**config.mk**
```make
export PLATFORM = sky130hd
export DESIGN_NAME = fp16_image_packer_flat
export DESIGN_NICKNAME = d
export VERILOG_FILES = /design/src/rtl/fp16_image_packer_pkg.sv /design/src/rtl/fp16_image_packer_if.sv /design/src/rtl/fp16_image_packer_fp16_to_fp8.sv /design/src/rtl/fp16_image_packer.sv /design/src/flat_wrapper.sv
export SDC_FILE = /design/constraint.sdc
export NUM_CORES = 1
export LEC_CHECK = 0
export CAP_MARGIN = 15
export CORE_ASPECT_RATIO = 0.5
export CORE_MARGIN = 4
export CORE_UTILIZATION = 40
export CTS_CLUSTER_SIZE = 16
export DETAILED_ROUTE_END_ITERATION = 8
export GPL_TIMING_DRIVEN = 0
export HOLD_SLACK_MARGIN = 0.03
export SYNTH_ARGS = -nofsm -noshare
export SYNTH_HDL_FRONTEND = slang
export SYNTH_SLANG_ARGS = --single-unit
```
**constraint.sdc**
```tcl
create_clock -name clk -period 11.3 [get_ports clk]
set_clock_uncertainty 0.1 [all_clocks]
set_input_delay 1.695 -clock clk [delete_from_list [all_inputs] [get_ports clk]]
set_output_delay 1.695 -clock clk [all_outputs]
set_load 0.02 [all_outputs]
```
**src/rtl/fp16_image_packer_pkg.sv**
```systemverilog
// fp16_image_packer_pkg: shared widths, limits and helpers for the FP16 -> 8-bit image packer.
package fp16_image_packer_pkg;
  localparam int LANES      = 9;
  localparam int ELEM_W     = 8;
  localparam int WORD_W     = LANES * ELEM_W;
  localparam int CNT_W      = 4;
  localparam int FP16_BIAS  = 15;
  localparam int EXP_MAX_T  = 15;
  localparam int F16_EXP_W  = 5;
  localparam int F16_MANT_W = 10;
  localparam int E_EXP_W    = 4;
  localparam int E_MANT_W   = 3;
  localparam int T_W        = 7;
  function automatic logic [ELEM_W-1:0] sat_elem(input logic sign);
    return {sign, {E_EXP_W{1'b1}}, {E_MANT_W{1'b1}}};
  endfunction
endpackage

```
**src/rtl/fp16_image_packer_if.sv**
```systemverilog
// fp16_image_packer_if: element input stream, layer bias, flush and 72-bit output word handshake.
// master drives in_valid/in_data/exp_bias/flush/out_ready; slave (the packer) drives in_ready/out_valid/out_image.
interface fp16_image_packer_if;
  import fp16_image_packer_pkg::*;
  logic              in_valid;
  logic [15:0]       in_data;
  logic              in_ready;
  logic [4:0]        exp_bias;
  logic              flush;
  logic              out_valid;
  logic              out_ready;
  logic [WORD_W-1:0] out_image;
  modport master (output in_valid, in_data, exp_bias, flush, out_ready,
                  input  in_ready, out_valid, out_image);
  modport slave  (input  in_valid, in_data, exp_bias, flush, out_ready,
                  output in_ready, out_valid, out_image);
endinterface

```
**src/rtl/fp16_image_packer_fp16_to_fp8.sv**
```systemverilog
// fp16_to_fp8: combinational FP16 -> 8-bit element {sign, exp[3:0], mant[2:0]} with layer bias.
// Ports: in_data (FP16), exp_bias (5-bit layer bias) -> elem (8-bit element).
module fp16_to_fp8
  import fp16_image_packer_pkg::*;
(
  input  logic [15:0]       in_data,
  input  logic [4:0]        exp_bias,
  output logic [ELEM_W-1:0] elem
);
  localparam logic signed [T_W-1:0] T_MAX = T_W'(EXP_MAX_T);
  logic                  sign;
  logic [F16_EXP_W-1:0]  e;
  logic [E_MANT_W:0]     m_rnd;
  logic signed [T_W-1:0] t;
  assign sign  = in_data[15];
  assign e     = in_data[14:10];
  // round half up on mant[6]; a carry out of the 3-bit mantissa leaves m_rnd[2:0] zero and bumps t
  assign m_rnd = {1'b0, in_data[9:7]} + {{E_MANT_W{1'b0}}, in_data[6]};
  assign t     = T_W'(e) - T_W'(exp_bias) + T_W'(m_rnd[E_MANT_W]);
  // Inf/NaN saturate ahead of the underflow test so they never collapse to zero
  always_comb
    elem = (e == '0) ? '0 :
           (e == '1 || t > T_MAX) ? sat_elem(sign) :
           (t[T_W-1] || t == '0) ? '0 :
           {sign, t[E_EXP_W-1:0], m_rnd[E_MANT_W-1:0]};
endmodule

```
**src/rtl/fp16_image_packer.sv**
```systemverilog
// fp16_image_packer: packs nine converted 8-bit elements per 72-bit word with flush and output stall.
// Ports: clk, rst (async, active-high), bus (fp16_image_packer_if.slave: input stream, exp_bias, flush, output word).
module fp16_image_packer
  import fp16_image_packer_pkg::*;
(
  input  logic               clk,
  input  logic               rst,
  fp16_image_packer_if.slave bus
);
  logic [ELEM_W-1:0] elem;
  logic [CNT_W-1:0]  cnt;
  logic [WORD_W-1:0] acc, word, out_image;
  logic              pend, out_valid, ready, accept, full, flush_req, can_load, xfer;
  fp16_to_fp8 u_conv (
    .in_data  (bus.in_data),
    .exp_bias (bus.exp_bias),
    .elem     (elem)
  );
  assign can_load      = !out_valid || bus.out_ready;
  // a held flush blocks input so the partial word cannot grow while waiting for the output
  assign ready         = !pend && !(cnt == CNT_W'(LANES-1) && out_valid && !bus.out_ready);
  assign accept        = bus.in_valid && ready;
  assign full          = accept && cnt == CNT_W'(LANES-1);
  assign flush_req     = (bus.flush || pend) && (cnt != '0 || accept);
  assign xfer          = full || (flush_req && can_load);
  assign bus.in_ready  = ready;
  assign bus.out_valid = out_valid;
  assign bus.out_image = out_image;
  // lanes at or beyond cnt are always zero in acc, so a partial word is already zero-padded
  always_comb begin
    word = acc;
    for (int i = 0; i < LANES; i++)
      if (accept && cnt == CNT_W'(i)) word[i*ELEM_W +: ELEM_W] = elem;
  end
  always_ff @(posedge clk or posedge rst) begin
    if (rst) begin
      cnt       <= '0;
      acc       <= '0;
      pend      <= 1'b0;
      out_valid <= 1'b0;
      out_image <= '0;
    end else begin
      if (xfer) begin
        cnt  <= '0;
        acc  <= '0;
        pend <= 1'b0;
      end else begin
        if (accept) begin
          cnt <= cnt + CNT_W'(1);
          acc <= word;
        end
        pend <= flush_req;
      end
      if (xfer) begin
        out_image <= word;
        out_valid <= 1'b1;
      end else if (bus.out_ready) begin
        out_valid <= 1'b0;
      end
    end
  end
endmodule
```
**src/flat_wrapper.sv**
```systemverilog
// flat-port wrapper written by rule: the top's interface ports become plain ports
module fp16_image_packer_flat import fp16_image_packer_pkg::*;
  (clk, rst, bus_in_valid, bus_in_data, bus_exp_bias, bus_flush, bus_out_ready, bus_in_ready, bus_out_valid, bus_out_image);
  fp16_image_packer_if bus_i ();
  input  logic clk;
  input  logic rst;
  input wire logic [$bits(bus_i.in_valid)-1:0] bus_in_valid;
  input wire logic [$bits(bus_i.in_data)-1:0] bus_in_data;
  input wire logic [$bits(bus_i.exp_bias)-1:0] bus_exp_bias;
  input wire logic [$bits(bus_i.flush)-1:0] bus_flush;
  input wire logic [$bits(bus_i.out_ready)-1:0] bus_out_ready;
  output wire logic [$bits(bus_i.in_ready)-1:0] bus_in_ready;
  output wire logic [$bits(bus_i.out_valid)-1:0] bus_out_valid;
  output wire logic [$bits(bus_i.out_image)-1:0] bus_out_image;
  assign bus_i.in_valid = bus_in_valid;
  assign bus_i.in_data = bus_in_data;
  assign bus_i.exp_bias = bus_exp_bias;
  assign bus_i.flush = bus_flush;
  assign bus_i.out_ready = bus_out_ready;
  assign bus_in_ready = bus_i.in_ready;
  assign bus_out_valid = bus_i.out_valid;
  assign bus_out_image = bus_i.out_image;
  fp16_image_packer u_core (.clk(clk), .rst(rst), .bus(bus_i));
endmodule
```
==> impl_metrics.csv, run 1 <==
group,metric,value,unit
outcome,outcome,"completed",
min_path,whs_endpoint,"u_core.acc[26]$_DFFE_PP0P_",
min_path,hold_path.class,"flop to flop",
placement,place_hpwl,15000,microns
finish,diodes,0,
sta,maxSlewViolCount,0,
sta,fin_crit,5.20,ns
detailed_routing,drt-wirelength-per-cell,21.0,microns
global_routing,grt_usage,0.219,
sta,finalSetupTns,0,ns
clock_network,cts_sinks,150,
floorplanning,dieArea,19900,sq um
floorplanning,coreArea,16800,sq um
critical_path,r2r-end,"u_core.bus.out_image[39]$_DFFE_PP0N_",
clock_network,cts_resized,0,
clock_network,cts.path.max_buffers,2,
finish,layout-drive-gt1-share,0.0784,
synthesis,synth_compound_area_frac,0.223,
detailed_routing,vias,5754,
critical_path,worstSetupPathType,"input port to flop",
clock_network,cts_root_buf,"clkbuf_16",
floorplanning,boundaryPins,100,
clock_network,clk_pin_slew,0.06,ns
critical_path,rrSetupSlack,7.82,ns
detailed_routing,dr.pass1.iters,4,
synthesis,synth_seq_cells,150,
critical_path,startpoint_type,"input port",
global_routing,grt_max_degree,100,
sta,worst_slew_pin_slew,1.15,ns
min_path,hold_depth,2,
critical_path,critPathArrivalTime,5.45,ns
detailed_routing,drc,0,
power,total_power,0.00172,W
critical_path,endpoint_kind,"flop",
finish,area_growth,26.2,%
synthesis,synth_top_cells_by_area,"dfrtp_1 53%, and3_1 6.1%, a22o_1 6.0%",
sta,fin_crit_sh,0.460,
finish,fillers,1512,
power,leakage,4.16,nW
sta,grt_setup_unrepaired,"false",
placement,gp_congestion,0.930,
global_routing,first_global_vias,5705,
finish,multiInputGateArea,2990,sq um
clock_network,postCtsSetupRepairBufs,0,
synthesis,ys_seq_area_frac,0.534,
clock_network,cts_buffers,17,
synthesis,async_reset_ff_frac,1.00,
synthesis,synth_edf_count,0,
synthesis,synth_top_area_share,0.534,
clock_network,hold_buffers,0,
synthesis,synthFlopType,"dfrtp_1",
detailed_routing,viasPerCell,5.73,
placement,port_buffers,93,
detailed_routing,routed_wl,21100,microns
synthesis,ys_warn_count,0,
clock_network,clk_latency,0.42,ns
sta,finalHoldViolCount,0,
synthesis,avgSynthCellArea,10.8,sq um
global_routing,grt_pass1_wl,33500,microns
floorplanning,num_rows,33,
global_routing,antenna_found_initial,0,
critical_path,reg2regPathDepth,10,
flow_run,drv_cap,0,
floorplanning,die_y,102,microns
critical_path,critPathRequiredTime,11.54,ns
synthesis,synth_cells,650,
floorplanning,start_util,0.418,
synthesis,syn_area,7020,sq um
min_path,min-delay-start,"u_core.acc[26]$_DFFE_PP0P_",
sta,final-setup-viol-count,0,
finish,nNetsFinal,805,
synthesis,syn_nets,690,
finish,regArea,3750,sq um
floorplanning,dieWidth,195,microns
detailed_routing,drt_iter0_markers,468,
clock_network,h-tree-depth,4,
synthesis,synth_xor_xnor_area_share,0.0123,
synthesis,synthAdderAreaFrac,0.0260,
power,power_density,194,nW/um^2
detailed_routing,drtAntennaViolNets,0,
sta,fmax,192,MHz
critical_path,worstPathMaxFanout,10,
synthesis,synth_mux_area_frac,0.0116,
synthesis,synth_top_family_by_area,"compound AO/OA/AOI/OAI gates",
sta,relSlewSlack,0.230,
clock_network,cts_tree,"done",
global_routing,grt-ovfl-total,0,
critical_path,r2r-start,"u_core.cnt[0]$_DFFE_PP0P_",
synthesis,synth_top_area_cell,"dfrtp_1",
synthesis,synthDistinctLibCells,53,
synthesis,yosys.area_share.simple,0.153,
power,peakVddDrop,130,uV
## layer usage
metal / part of all wire / vias up / track usage
li1: - / 2685 / -
met1: 0.50 / 2865 / 0.330
met2: 0.42 / 181 / 0.325
met3: 0.060 / 23 / 0.0435
met4: 0.016 / 0 / 0.0595
met5: 0 / - / 0
## power breakdown
| part | total, W | switching, W | internal (W) |
|---|---|---|---|
| clock | 0.000543 | 0.000246 | 0.000296 |
| combinational | 0.000550 | 0.000372 | 0.000178 |
| sequential | 0.000624 | 0.0000342 | 0.000590 |
## cell usage after synthesis (2+ instances only)
cell type and n:
o22ai_1 3, nor2_1 29, xor2_1 4, a211o_1 2
a21o_1 3, nand2_1 37, clkbuf_1 29, a221o_1 40
a22o_1 48, a311o_1 2, nand3_1 20, dfrtp_1 150
a21oi_1 32, a31oi_1 2, xnor2_1 4, a21oi_2 2
nand4_1 2, buf_1 3, and3_1 68, and2_1 10
o2bb2ai_1 5, o21ai_0 27, o31ai_1 16, nor3_1 16
o211ai_1 2, inv_1 14, a211oi_1 2, o21ai_1 13
mux2i_1 7, nor2b_1 7, buf_6 2, ha_1 13
buf_2 9, nand2b_1 8
## per-stage QoR
stage	hold slack (ns)	area, sq um	worst slack, ns	std cells	utilization
2_1_floorplan	0.342	7020	5.47	650	-
4_1_cts	0.375	8860	6.09	1005	0.527
5_1_grt	0.404	8860	5.84	1005	0.527
6_report	0.372	8860	6.10	1005	0.527
3_5_place_dp	0.362	8290	5.66	973	0.493
3_3_place_gp	0.356	8240	3.44	970	0.490
## worst max-delay path: stages
cell	delay [ns]
clkdlybuf4s50_1	0.50
inv_1	0.05
ha_1	0.20
fa_1	0.40
nand2b_1	0.16
a21oi_1	0.22
xor2_1	0.41
o21ai_0	0.17
o21ai_1	0.92
buf_2	0.49
a22o_1	0.21
## worst max-delay path by stage
stage | start | end | slack (ns) | cells past startpoint
CTS | bus_in_data[10] | u_core.acc[53]$_DFFE_PP0P_ | 6.09 | 11
global placement | rst | u_core.acc[64]$_DFFE_PP0P_ | 3.44 | 2
floorplan | rst | u_core.acc[0]$_DFFE_PP0P_ | 5.47 | 1
finish | bus_in_data[10] | u_core.acc[53]$_DFFE_PP0P_ | 6.10 | 11
detailed placement | bus_in_data[10] | u_core.bus.out_image[53]$_DFFE_PP0N_ | 5.66 | 11
global route | bus_in_data[10] | u_core.acc[53]$_DFFE_PP0P_ | 5.84 | 11
## cells by family (layout without fill, tap and decap cells)
logic type,Yosys count,count (layout)
xor gates and xnor gates,9,9
and+or+nand+nor,204,204
adders and majority gates,14,14
DFF,150,150
AOI/OAI and AO/OA,206,206
buffers and inverters,59,187
muxes,8,8
## layout make-up
class | instances | area share
Tap cell | 227 | 0.0320
Timing Repair Buffer | 96 | 0.111
Inverter | 14 | 0.00649
Clock buffer | 18 | 0.0495
Clock inverter | 14 | 0.0148
Buffer | 45 | 0.0251
Multi-Input combinational cell | 441 | 0.338
Sequential cell | 150 | 0.423
## registers in the layout, indices dropped and copies added (netlist names)
name and cells:
u_core.pend 1, u_core.bus.out_valid 1, u_core.acc 72, u_core.bus.out_image 72
u_core.cnt 4
## cell usage in the layout, fill, tap and decap left out, drive strengths merged, types with 2 or more instances in the layout
cell | Yosys | routed
a211o | 2 | 2
a211oi | 3 | 3
a21o | 3 | 3
a21oi | 34 | 34
a221o | 40 | 40
a22o | 48 | 48
a311o | 2 | 2
a31oi | 3 | 3
and2 | 10 | 10
and3 | 68 | 68
buf | 16 | 19
clkbuf | 29 | 47
clkdlybuf4s50 | 0 | 93
clkinv | 0 | 5
clkinvlp | 0 | 2
dfrtp | 150 | 150
ha | 13 | 13
inv | 14 | 21
mux2i | 7 | 7
nand2 | 37 | 37
nand2b | 8 | 8
nand3 | 21 | 21
nand4 | 2 | 2
nor2 | 29 | 29
nor2b | 7 | 7
nor3 | 16 | 16
o211ai | 2 | 2
o21ai | 40 | 40
o22ai | 4 | 4
o2bb2ai | 5 | 5
o31ai | 17 | 17
or2 | 2 | 2
xnor2 | 5 | 5
xor2 | 4 | 4
No activity file was read; power rests on OpenSTA's default activity.
==> inputs of run 2 (changes only) <==
- clock period: 11.3 -> 5 ns (I/O delays scaled with it)
==> results of run 2 <==
The final DEF is identical to that of run 1. Status: completed.
Among the figures that moved: setup slack after placement 5.66 ns -> 0.303 ns; setup slack after layout 6.10 ns -> 0.743 ns; register-to-register setup slack 7.82 ns -> 1.52 ns; total power 0.00172 W -> 0.00388 W; worst IR drop on VDD 130 uV -> 293 uV
==> inputs of run 3 (changes only) <==
- CELL_PAD_IN_SITES_DETAIL_PLACEMENT: unset -> 2
- CELL_PAD_IN_SITES_GLOBAL_PLACEMENT: unset -> 2
- CORE_UTILIZATION: 40 -> 36
- GPL_TIMING_DRIVEN: 0 -> 1
- PLACE_DENSITY_LB_ADDON: unset -> 0.1
==> run 3 against run 2 <==
Effect of this change:
- combinational power shrank 6%
- critical path depth is the same
- worst hold slack improved by 0.0042 ns
- via count increased by 0.14%
- cell area shrank 1.5%
- clock power barely moved
- sequential power about the same
- global-route usage barely moved
- first-iteration DRC count is 52% lower
- highest routed layer unchanged
- sequential share of layout area increased by 0.65 points
- register-to-register slack improved by 0.13 ns
==> impl_metrics.csv, run 3 (synthesis results as in run 1) <==
group,metric,value,unit
detailed_routing,dr.pass1.iters,4,
clock_network,cts.path.max_buffers,2,
finish,fillers,1897,
clock_network,cts_sinks,150,
sta,finalSetupTns,0,ns
critical_path,critPathArrivalTime,4.36,ns
clock_network,postCtsSetupRepairBufs,0,
floorplanning,start_util,0.374,
finish,diodes,0,
clock_network,cts_buffers,17,
finish,nNetsFinal,771,
global_routing,grt_pass1_wl,37600,microns
finish,mostFrequentLayoutCells,"150 x dfrtp_1, 93 x clkdlybuf4s50_1, 68 x and3_1",
critical_path,endpoint_kind,"flop",
finish,layout-drive-gt1-share,0.0780,
clock_network,cts_root_buf,"clkbuf_16",
placement,port_buffers,93,
sta,setup_slack,0.851,ns
floorplanning,coreArea,18800,sq um
floorplanning,dieWidth,206,microns
critical_path,critPathRequiredTime,5.21,ns
sta,worst_slew_pin_slew,0.999,ns
detailed_routing,routed_wl,23400,microns
detailed_routing,drt-wirelength-per-cell,23.3,microns
floorplanning,die_y,107,microns
clock_network,h-tree-depth,4,
placement,gp_congestion,0.840,
detailed_routing,drt_iter0_markers,224,
sta,relSlewSlack,0.332,
placement,dp_slack,0.420,ns
power,leakage,4.09,nW
floorplanning,dieArea,21900,sq um
global_routing,grt_usage,0.219,
detailed_routing,vias,5762,
finish,top_regs,"u_core.acc (72), u_core.bus.out_image (72), u_core.cnt (4)",
finish,area_growth,24.3,%
sta,fmax,241,MHz
sta,final-setup-viol-count,0,
detailed_routing,drc,0,
sta,finalHoldViolCount,0,
critical_path,worstPathMaxFanout,9,
global_routing,grt_max_degree,98,
clock_network,hold_buffers,0,
clock_network,cts_resized,0,
global_routing,first_global_vias,6337,
critical_path,worstSetupPathType,"input port to flop",
global_routing,antenna_found_initial,0,
clock_network,clk_latency,0.42,ns
placement,place_hpwl,16100,microns
flow_run,drv_cap,0,
detailed_routing,viasPerCell,5.74,
global_routing,grt-ovfl-total,0,
detailed_routing,drtAntennaViolNets,0,
power,power_density,438,nW/um^2
min_path,hold_path.class,"flop to flop",
critical_path,startpoint_type,"input port",
sta,maxSlewViolCount,0,
outcome,outcome,"completed",
sta,fin_crit_sh,0.830,
power,peakVddDrop,203,uV
clock_network,clk_pin_slew,0.06,ns
finish,multiInputGateArea,3010,sq um
sta,grt_setup_unrepaired,"false",
finish,layout_commonest_cell,"dfrtp_1",
floorplanning,boundaryPins,100,
sta,fin_crit,4.15,ns
finish,regArea,3750,sq um
finish,final_core_util,0.465,
clock_network,cts_tree,"done",
floorplanning,num_rows,35,
==> run 3: changes by cell type in the layout (fill, tap and decap cells not counted), sizes merged <==
cell      change
clkbuf       -26
buf           -5
bufinv        +1
clkinvlp      +2
inv           -6
==> run 3: worst max-delay path: stages <==
cell             delay (ns)
clkdlybuf4s50_1        0.50
inv_1                  0.06
ha_1                   0.21
fa_1                   0.41
xnor2_1                0.43
mux2_2                 0.44
a41oi_1                0.22
a311o_1                0.20
nand3_2                0.26
nand2b_1               0.50
o31ai_1                0.37
==> run 3: worst paths after layout <==
check                                                 from  cells after the start                                    to  slack (ns)
worst max-delay path                       bus_in_data[10]                     11   u_core.bus.out_image[7]$_DFFE_PP0N_        0.85
worst min-delay path            u_core.acc[23]$_DFFE_PP0P_                      2            u_core.acc[23]$_DFFE_PP0P_        0.38
worst max register to register   u_core.cnt[0]$_DFFE_PP0P_                     10   u_core.bus.out_image[7]$_DFFE_PP0N_        1.65
worst min register to register  u_core.acc[23]$_DFFE_PP0P_                      2            u_core.acc[23]$_DFFE_PP0P_        0.38
max in group asynchronous                              rst                      3             u_core.acc[4]$_DFFE_PP0P_        2.98
min in group asynchronous                              rst                      2  u_core.bus.out_image[48]$_DFFE_PP0N_        0.77
==> run 3: through the flow <==
step	hold WS (ns)	total power, W	area, sq um	cells
2_1_floorplan	0.342	0.00213	7020	650
4_1_cts	0.382	0.00385	8730	1003
6_report	0.377	0.00382	8730	1003
3_3_place_gp	0.357	0.00258	8180	971
5_1_grt	0.407	0.00402	8730	1003
3_5_place_dp	0.368	0.00262	8180	971
==> run 3: final cells by class <==
class / count / area share
clock buffer: 21 / 0.0516
clock inverter: 11 / 0.0116
inverter: 14 / 0.00659
multi-input combinational: 441 / 0.344
sequential: 150 / 0.430
tap: 259 / 0.0371
timing repair buffer: 107 / 0.119
==> run 3: per-layer routing <==
layer	wire length, microns	track usage
met1	11000	0.297
met2	11400	0.378
met3	785	0.0360
met4	147	0.0387
met5	0	0
==> run 3: where the power goes <==
group	switching [W]	internal, W	leakage, nW
sequential	0.000100	0.00133	2.08
clock	0.000517	0.000698	0.259
combinational	0.000794	0.000379	1.74
total	0.00141	0.00241	4.09
